## src/rtl/ps2_host_tx.sv

```systemverilog
// ps2_host_tx -- PS/2 host-to-device transmitter.
// Sends one command byte to the device using the request-to-send handshake.
// The PS/2 clock and data lines are open-collector: ps2Co/ps2Do = 1 pulls the line low.
// Optional build macro PS2TX_RESEND_EN: retry a failed frame (NACK or timeout) up to
// RETRIES more times before reporting the error.
module ps2_host_tx #(
    parameter int INHIBIT = 800,    // ce ticks the clock is held low before request-to-send
    parameter int TIMEOUT = 16000,  // ce ticks allowed between device edges / for final idle
    parameter int RETRIES = 2       // extra attempts after an error (resend builds only)
) (
    input  logic       clock,
    input  logic       reset,
    input  logic       ce,
    input  logic       ps2Ci,
    input  logic       ps2Di,
    output logic       ps2Co,
    output logic       ps2Do,
    input  logic       start,
    input  logic [7:0] di,
    output logic       busy,
    output logic       done,
    output logic       error
);

    localparam int CNT_MAX = (INHIBIT > TIMEOUT) ? INHIBIT : TIMEOUT;
    localparam int CW      = $clog2(CNT_MAX + 1);
    localparam logic [CW-1:0] INH_LAST = CW'(INHIBIT - 1);
    localparam logic [CW-1:0] TMO_LAST = CW'(TIMEOUT - 1);

    typedef enum logic [2:0] {
        S_IDLE,
        S_INHIB,
        S_RTS,
        S_XFER,
        S_WAITIDLE
    } state_e;

    state_e        state_q, state_d;
    logic [CW-1:0] cnt_q, cnt_d;      // inhibit length / watchdog
    logic [3:0]    bit_q, bit_d;      // device falling edges seen in this frame
    logic [8:0]    shift_q, shift_d;  // {parity, data}, shifted out LSB-first
    logic          co_q, co_d;
    logic          do_q, do_d;
    logic          done_q, done_d;
    logic          err_q, err_d;
    logic          fail;              // current attempt ended in NACK or timeout
    logic          can_retry;

    // Synchroniser: c_q[1]/d_q[1] are the synchronised lines, c_q[2] the previous clock.
    logic [2:0] c_q;
    logic [1:0] d_q;
    logic       c_s, d_s, fe;

    assign c_s = c_q[1];
    assign d_s = d_q[1];
    assign fe  = c_q[2] & ~c_q[1];

`ifdef PS2TX_RESEND_EN
    localparam int RW = $clog2(RETRIES + 2);
    logic [RW-1:0] retry_q, retry_d;
    logic [7:0]    data_q, data_d;    // captured byte, reloaded on every retry

    assign can_retry = (retry_q < RW'(RETRIES));

    // Retry bookkeeping registers.
    always_ff @(posedge clock or negedge reset) begin
        if (!reset) begin
            retry_q <= '0;
            data_q  <= '0;
        end else if (ce) begin
            retry_q <= retry_d;
            data_q  <= data_d;
        end
    end
`else
    // Single attempt per start; RETRIES has no effect in this build.
    assign can_retry = 1'b0 & (RETRIES != 0);
`endif

    // Two-stage line synchroniser plus edge history, idle-high out of reset.
    always_ff @(posedge clock or negedge reset) begin
        if (!reset) begin
            c_q <= '1;
            d_q <= '1;
        end else if (ce) begin
            c_q <= {c_q[1:0], ps2Ci};
            d_q <= {d_q[0], ps2Di};
        end
    end

    // FSM state, counters and registered line drivers.
    // NOTE: sequential state is only ever assigned with non-blocking (<=) assignments.
    always_ff @(posedge clock or negedge reset) begin
        if (!reset) begin
            state_q <= S_IDLE;
            cnt_q   <= '0;
            bit_q   <= '0;
            shift_q <= '0;
            co_q    <= 1'b0;
            do_q    <= 1'b0;
            done_q  <= 1'b0;
            err_q   <= 1'b0;
        end else if (ce) begin
            state_q <= state_d;
            cnt_q   <= cnt_d;
            bit_q   <= bit_d;
            shift_q <= shift_d;
            co_q    <= co_d;
            do_q    <= do_d;
            done_q  <= done_d;
            err_q   <= err_d;
        end
    end

    // Next-state logic: request-to-send, bit shifting, ACK sampling, watchdog.
    always_comb begin
        // NOTE: every _d signal gets a default first so no latch can be inferred.
        state_d = state_q;
        cnt_d   = cnt_q;
        bit_d   = bit_q;
        shift_d = shift_q;
        co_d    = co_q;
        do_d    = do_q;
        done_d  = 1'b0;
        err_d   = err_q;
        fail    = 1'b0;
`ifdef PS2TX_RESEND_EN
        retry_d = retry_q;
        data_d  = data_q;
`endif
        unique case (state_q)
            S_IDLE: begin
                co_d = 1'b0;
                do_d = 1'b0;
                if (start) begin
                    shift_d = {~^di, di};
                    err_d   = 1'b0;
                    cnt_d   = '0;
                    co_d    = 1'b1;
                    state_d = S_INHIB;
`ifdef PS2TX_RESEND_EN
                    retry_d = '0;
                    data_d  = di;
`endif
                end
            end
            // Host owns the bus here; device edges are ignored.
            S_INHIB: begin
                if (cnt_q == INH_LAST) begin
                    co_d    = 1'b0;
                    do_d    = 1'b1;          // start bit
                    cnt_d   = '0;
                    state_d = S_RTS;
                end else begin
                    cnt_d = cnt_q + 1'b1;
                end
            end
            S_RTS: begin
                bit_d   = '0;
                cnt_d   = '0;
                state_d = S_XFER;
            end
            S_XFER: begin
                // An edge wins over a watchdog expiry in the same tick.
                if (fe) begin
                    cnt_d = '0;
                    bit_d = bit_q + 1'b1;
                    if (bit_q <= 4'd8) begin
                        do_d    = ~shift_q[0];   // data bits 0..7, then parity
                        shift_d = {1'b0, shift_q[8:1]};
                    end else if (bit_q == 4'd9) begin
                        do_d = 1'b0;             // stop bit: release data
                    end else begin
                        do_d    = 1'b0;
                        err_d   = d_s;           // data still high = NACK
                        state_d = S_WAITIDLE;
                    end
                end else if (cnt_q == TMO_LAST) begin
                    fail = 1'b1;
                end else begin
                    cnt_d = cnt_q + 1'b1;
                end
            end
            S_WAITIDLE: begin
                if (c_s && d_s) begin
                    if (err_q) begin
                        fail = 1'b1;
                    end else begin
                        done_d  = 1'b1;
                        state_d = S_IDLE;
                    end
                end else if (cnt_q == TMO_LAST) begin
                    fail = 1'b1;
                end else begin
                    cnt_d = cnt_q + 1'b1;
                end
            end
            default: begin
                co_d    = 1'b0;
                do_d    = 1'b0;
                state_d = S_IDLE;
            end
        endcase

        // A failed attempt releases both lines, then either retries or reports.
        if (fail) begin
            co_d = 1'b0;
            do_d = 1'b0;
            if (can_retry) begin
`ifdef PS2TX_RESEND_EN
                retry_d = retry_q + 1'b1;
                shift_d = {~^data_q, data_q};
`endif
                err_d   = 1'b0;
                cnt_d   = '0;
                co_d    = 1'b1;
                state_d = S_INHIB;
            end else begin
                err_d   = 1'b1;
                done_d  = 1'b1;
                state_d = S_IDLE;
            end
        end
    end

    assign ps2Co = co_q;
    assign ps2Do = do_q;
    assign busy  = (state_q != S_IDLE);
    assign done  = done_q;
    assign error = err_q;

endmodule

```

## config.mk

```make
export PLATFORM = sky130hd
export DESIGN_NAME = ps2_host_tx
export DESIGN_NICKNAME = d
export VERILOG_FILES = /design/src/rtl/ps2_host_tx.sv
export SDC_FILE = /design/constraint.sdc
export NUM_CORES = 1
export LEC_CHECK = 0
export ABC_AREA = 1
export CORE_ASPECT_RATIO = 0.9
export CORE_MARGIN = 5
export CORE_UTILIZATION = 35
export DETAILED_ROUTE_END_ITERATION = 10
export GPL_ROUTABILITY_DRIVEN = 0
export PLACE_DENSITY = 0.59
export SLEW_MARGIN = 20
export SYNTH_ARGS = -nofsm -noshare
export SYNTH_HDL_FRONTEND = slang
export SYNTH_SLANG_ARGS = --single-unit
```

## constraint.sdc

```tcl
create_clock -name clock -period 3.1 [get_ports clock]
set_input_delay 0.465 -clock clock [delete_from_list [all_inputs] [get_ports clock]]
set_output_delay 0.465 -clock clock [all_outputs]
set_load 0.01 [all_outputs]
```

==> metrics.cfg <==
[run_status]
outcome = finished clean

[synth]
ys_seq_elements = 39
synth-xor-area-share = 0.04866
synth_top_family_by_area = simple AND/OR/NAND/NOR gates
synth_area_um2 = 2520
synth_mux_area_frac = 0
synth_seq_area_share = 0.3898
synth_edf_count = 0
syn_area_per_cell_um2 = 7.522
synth_cells = 335
synth_simple_gate_area_share = 0.3138
synth_nets = 353
synth_compound_area_frac = 0.1370
synthAdderAreaFrac = 0.01986
ys.flop_type = dfrtp_1
yosysWarnings = 0
synth.distinct_cells = 38
async_reset_ff_frac = 1.000

[final_layout]
instances_no_fill = 451
layout.cell_area.non_filler_um2 = 2914
n_antenna_cell = 0
layout.nets = 375
multi_input_area_um2 = 1309
fillers = 726
drive_gt1_frac = 0.1425
synthToLayoutAreaGrowth_pct = 15.64
register_area_um2 = 982.2

[routing]
wl_um = 5388
via_per_inst = 4.805
vias = 2167
ant_nets = 0
drcViolationCount = 0
drt_iter0_drc = 75
first_pass_iters = 4
wire_per_inst_um = 11.95

[worst_setup_path]
critPathTopFamily = buffers and inverters
cp_max_fo = 6
path_cells = inv_2, nand2_4, nor2_2, inv_1, clkdlybuf4s50_1
rr_worst_depth = 9
crit_type = reg -> out
crit_buf_inv = 3
cp_num_cells = 5
crit_start = state_q[1]
crit_path_end_kind = output port
start_kind = flip-flop
reg2reg_from = state_q[1]
max_stage_delay_ns = 0.49
required_ns = 2.63
arrival_ns = 1.67
crit_slowest_cell = clkdlybuf4s50_1

[die]
floorplan.rows = 29
die_h_um = 90.50
die-area_um2 = 8999
die_w_um = 99.44
pin_count = 19
core_um2 = 7039
start_util = 0.3580

[clock_network]
cts_buffers = 5
clk_pin_slew_ns = 0.08
cts_root_buf = clkbuf_8
cts_setup_buffers = 0
insertion_delay_ns = 0.29
cts_buffer_depth = 2
post_cts_resized = 0
cts_tree = yes
clock_sinks = 39
cts_max_level = 2
postCtsHoldBufs = 0

[sta]
hold_viol_final = 0
slew_viol_final = 0
finalSetupViolations = 0
skew_ns = 0.004465
fmax_mhz = 468.7
post-route-period-util = 0.6883
fin_crit_ns = 2.134
tns_ns = 0
max_slew.worst_pin.slew_ns = 0.8909
relSlewSlack = 0.4061
rsz0062_at_grt = no

[placed_design]
io_buffers = 18
placedCellCount = 443
dpl.hpwl_um = 3990
dpl_cell_area_um2 = 2793

[global_routing]
grt_overflow = 0
use_met1 = 0.1828
grt_use_total = 0.1289
grt_first_pass_wirelength_um = 9749
antenna_found_initial = 0
global_route.usage.met2 = 0.1980
globalRouteMet3Util = 0.03012
gr-max-usage-layer = met2
grt_max_degree = 40
grt_pass1_vias = 2114

[power]
power_density_nw_per_um2 = 728.7
vdd.ir_drop.worst_mv = 0.4486
p_leak_uw = 0.001389

[hold_path]
hp-class = in -> async

[job]
cap_violations = 0

==> worst paths after layout <==
kind / endpoint / slack (ns)
worst max-delay path: busy / 0.97
worst min-delay path: cnt_q[9] / 0.29
min in group clock: d_q[0] / 0.47
max in group asynchronous: bit_q[3] / 2.26
worst min register to register: d_q[0] / 0.47
worst max register to register: cnt_q[12] / 1.14
==> metal layers <==
layer	vias to the layer above	routed length [µm]
li1	1127	-
met1	996	2678
met2	37	2464
met3	7	188
met4	0	56
met5	-	0
==> stage by stage <==
stage	power, µW	setup slack [ns]	hold WS (ns)	util
after global routing	2314	0.8649	0.3617	0.4140
after CTS	2152	0.9477	0.3290	0.4140
after global placement	1669	0.8634	0.4550	0.3967
after detailed placement	1679	0.8284	0.4571	0.3967
after floorplan	1441	1.507	0.1694	-
final	2123	0.9663	0.2925	0.4140
==> report_power, final <==
part	total, µW	internal [µW]	switching [µW]
Clock	461	265	196
Sequential	732	642	90.1
Combinational	930	322	609
Total	2120	1230	895
==> synth_stat cells, types with 8 or more instances <==
| cell type | n | area (µm²) |
|---|---|---|
| nand3_1 | 23 | 115.1 |
| o211ai_1 | 8 | 60.06 |
| inv_2 | 9 | 33.78 |
| a21oi_1 | 8 | 40.04 |
| xor2_1 | 8 | 70.07 |
| dfrtp_1 | 34 | 850.8 |
| nand2_1 | 92 | 345.3 |
| inv_1 | 42 | 157.7 |
| nor2_1 | 16 | 60.06 |
| o21ai_0 | 21 | 105.1 |
==> worst register-to-register path: stages (launching register included) <==
cell	delay, ns
dfrtp_1	0.49
inv_2	0.07
nand2_4	0.09
nor2_2	0.06
nand2_4	0.08
nand2_4	0.06
a21oi_2	0.47
and2_1	0.28
nand2_1	0.12
o22ai_1	0.15
==> cells in the final DEF, fill, tap and decap left out, drive strengths merged, types with 3 or more instances in the layout <==
| cell type | netlist | layout |
|---|---|---|
| ha | 4 | 4 |
| clkdlybuf4s50 | 0 | 17 |
| inv | 51 | 52 |
| nand4 | 6 | 6 |
| nor2 | 23 | 23 |
| dfrtp | 34 | 34 |
| clkbuf | 0 | 6 |
| nand3 | 26 | 26 |
| buf | 5 | 3 |
| dfstp | 5 | 5 |
| o22ai | 6 | 6 |
| o21ai | 27 | 27 |
| nand2 | 100 | 100 |
| a21oi | 10 | 10 |
| xnor2 | 6 | 6 |
| nor3 | 8 | 8 |
| o211ai | 10 | 10 |
| xor2 | 8 | 8 |
==> area by class of cell <==
class	instances	share of cell area
Sequential cell	39	0.3371
Clock buffer	6	0.02834
Clock inverter	2	0.01331
Timing Repair Buffer	20	0.06526
Multi-Input combinational cell	239	0.4491
Inverter	52	0.06698
Tap cell	93	0.03993
==> kinds of logic after synthesis <==
group / Yosys count
AO/OA/AOI/OAI: 55
buffers and inverters: 57
AND/OR/NAND/NOR: 166
adder cells (fa/ha/maj): 4
flip-flops: 39
XOR/XNOR: 14
==> sequential cells by signal (all words and copies together), names as in the netlist <==
name / cells
cnt_q: 14
shift_q: 9
bit_q: 4
c_q: 3
state_q: 3
d_q: 2
done: 1
error: 1
ps2Co: 1
ps2Do: 1
Note: power is estimated with default switching activity, not from simulation.
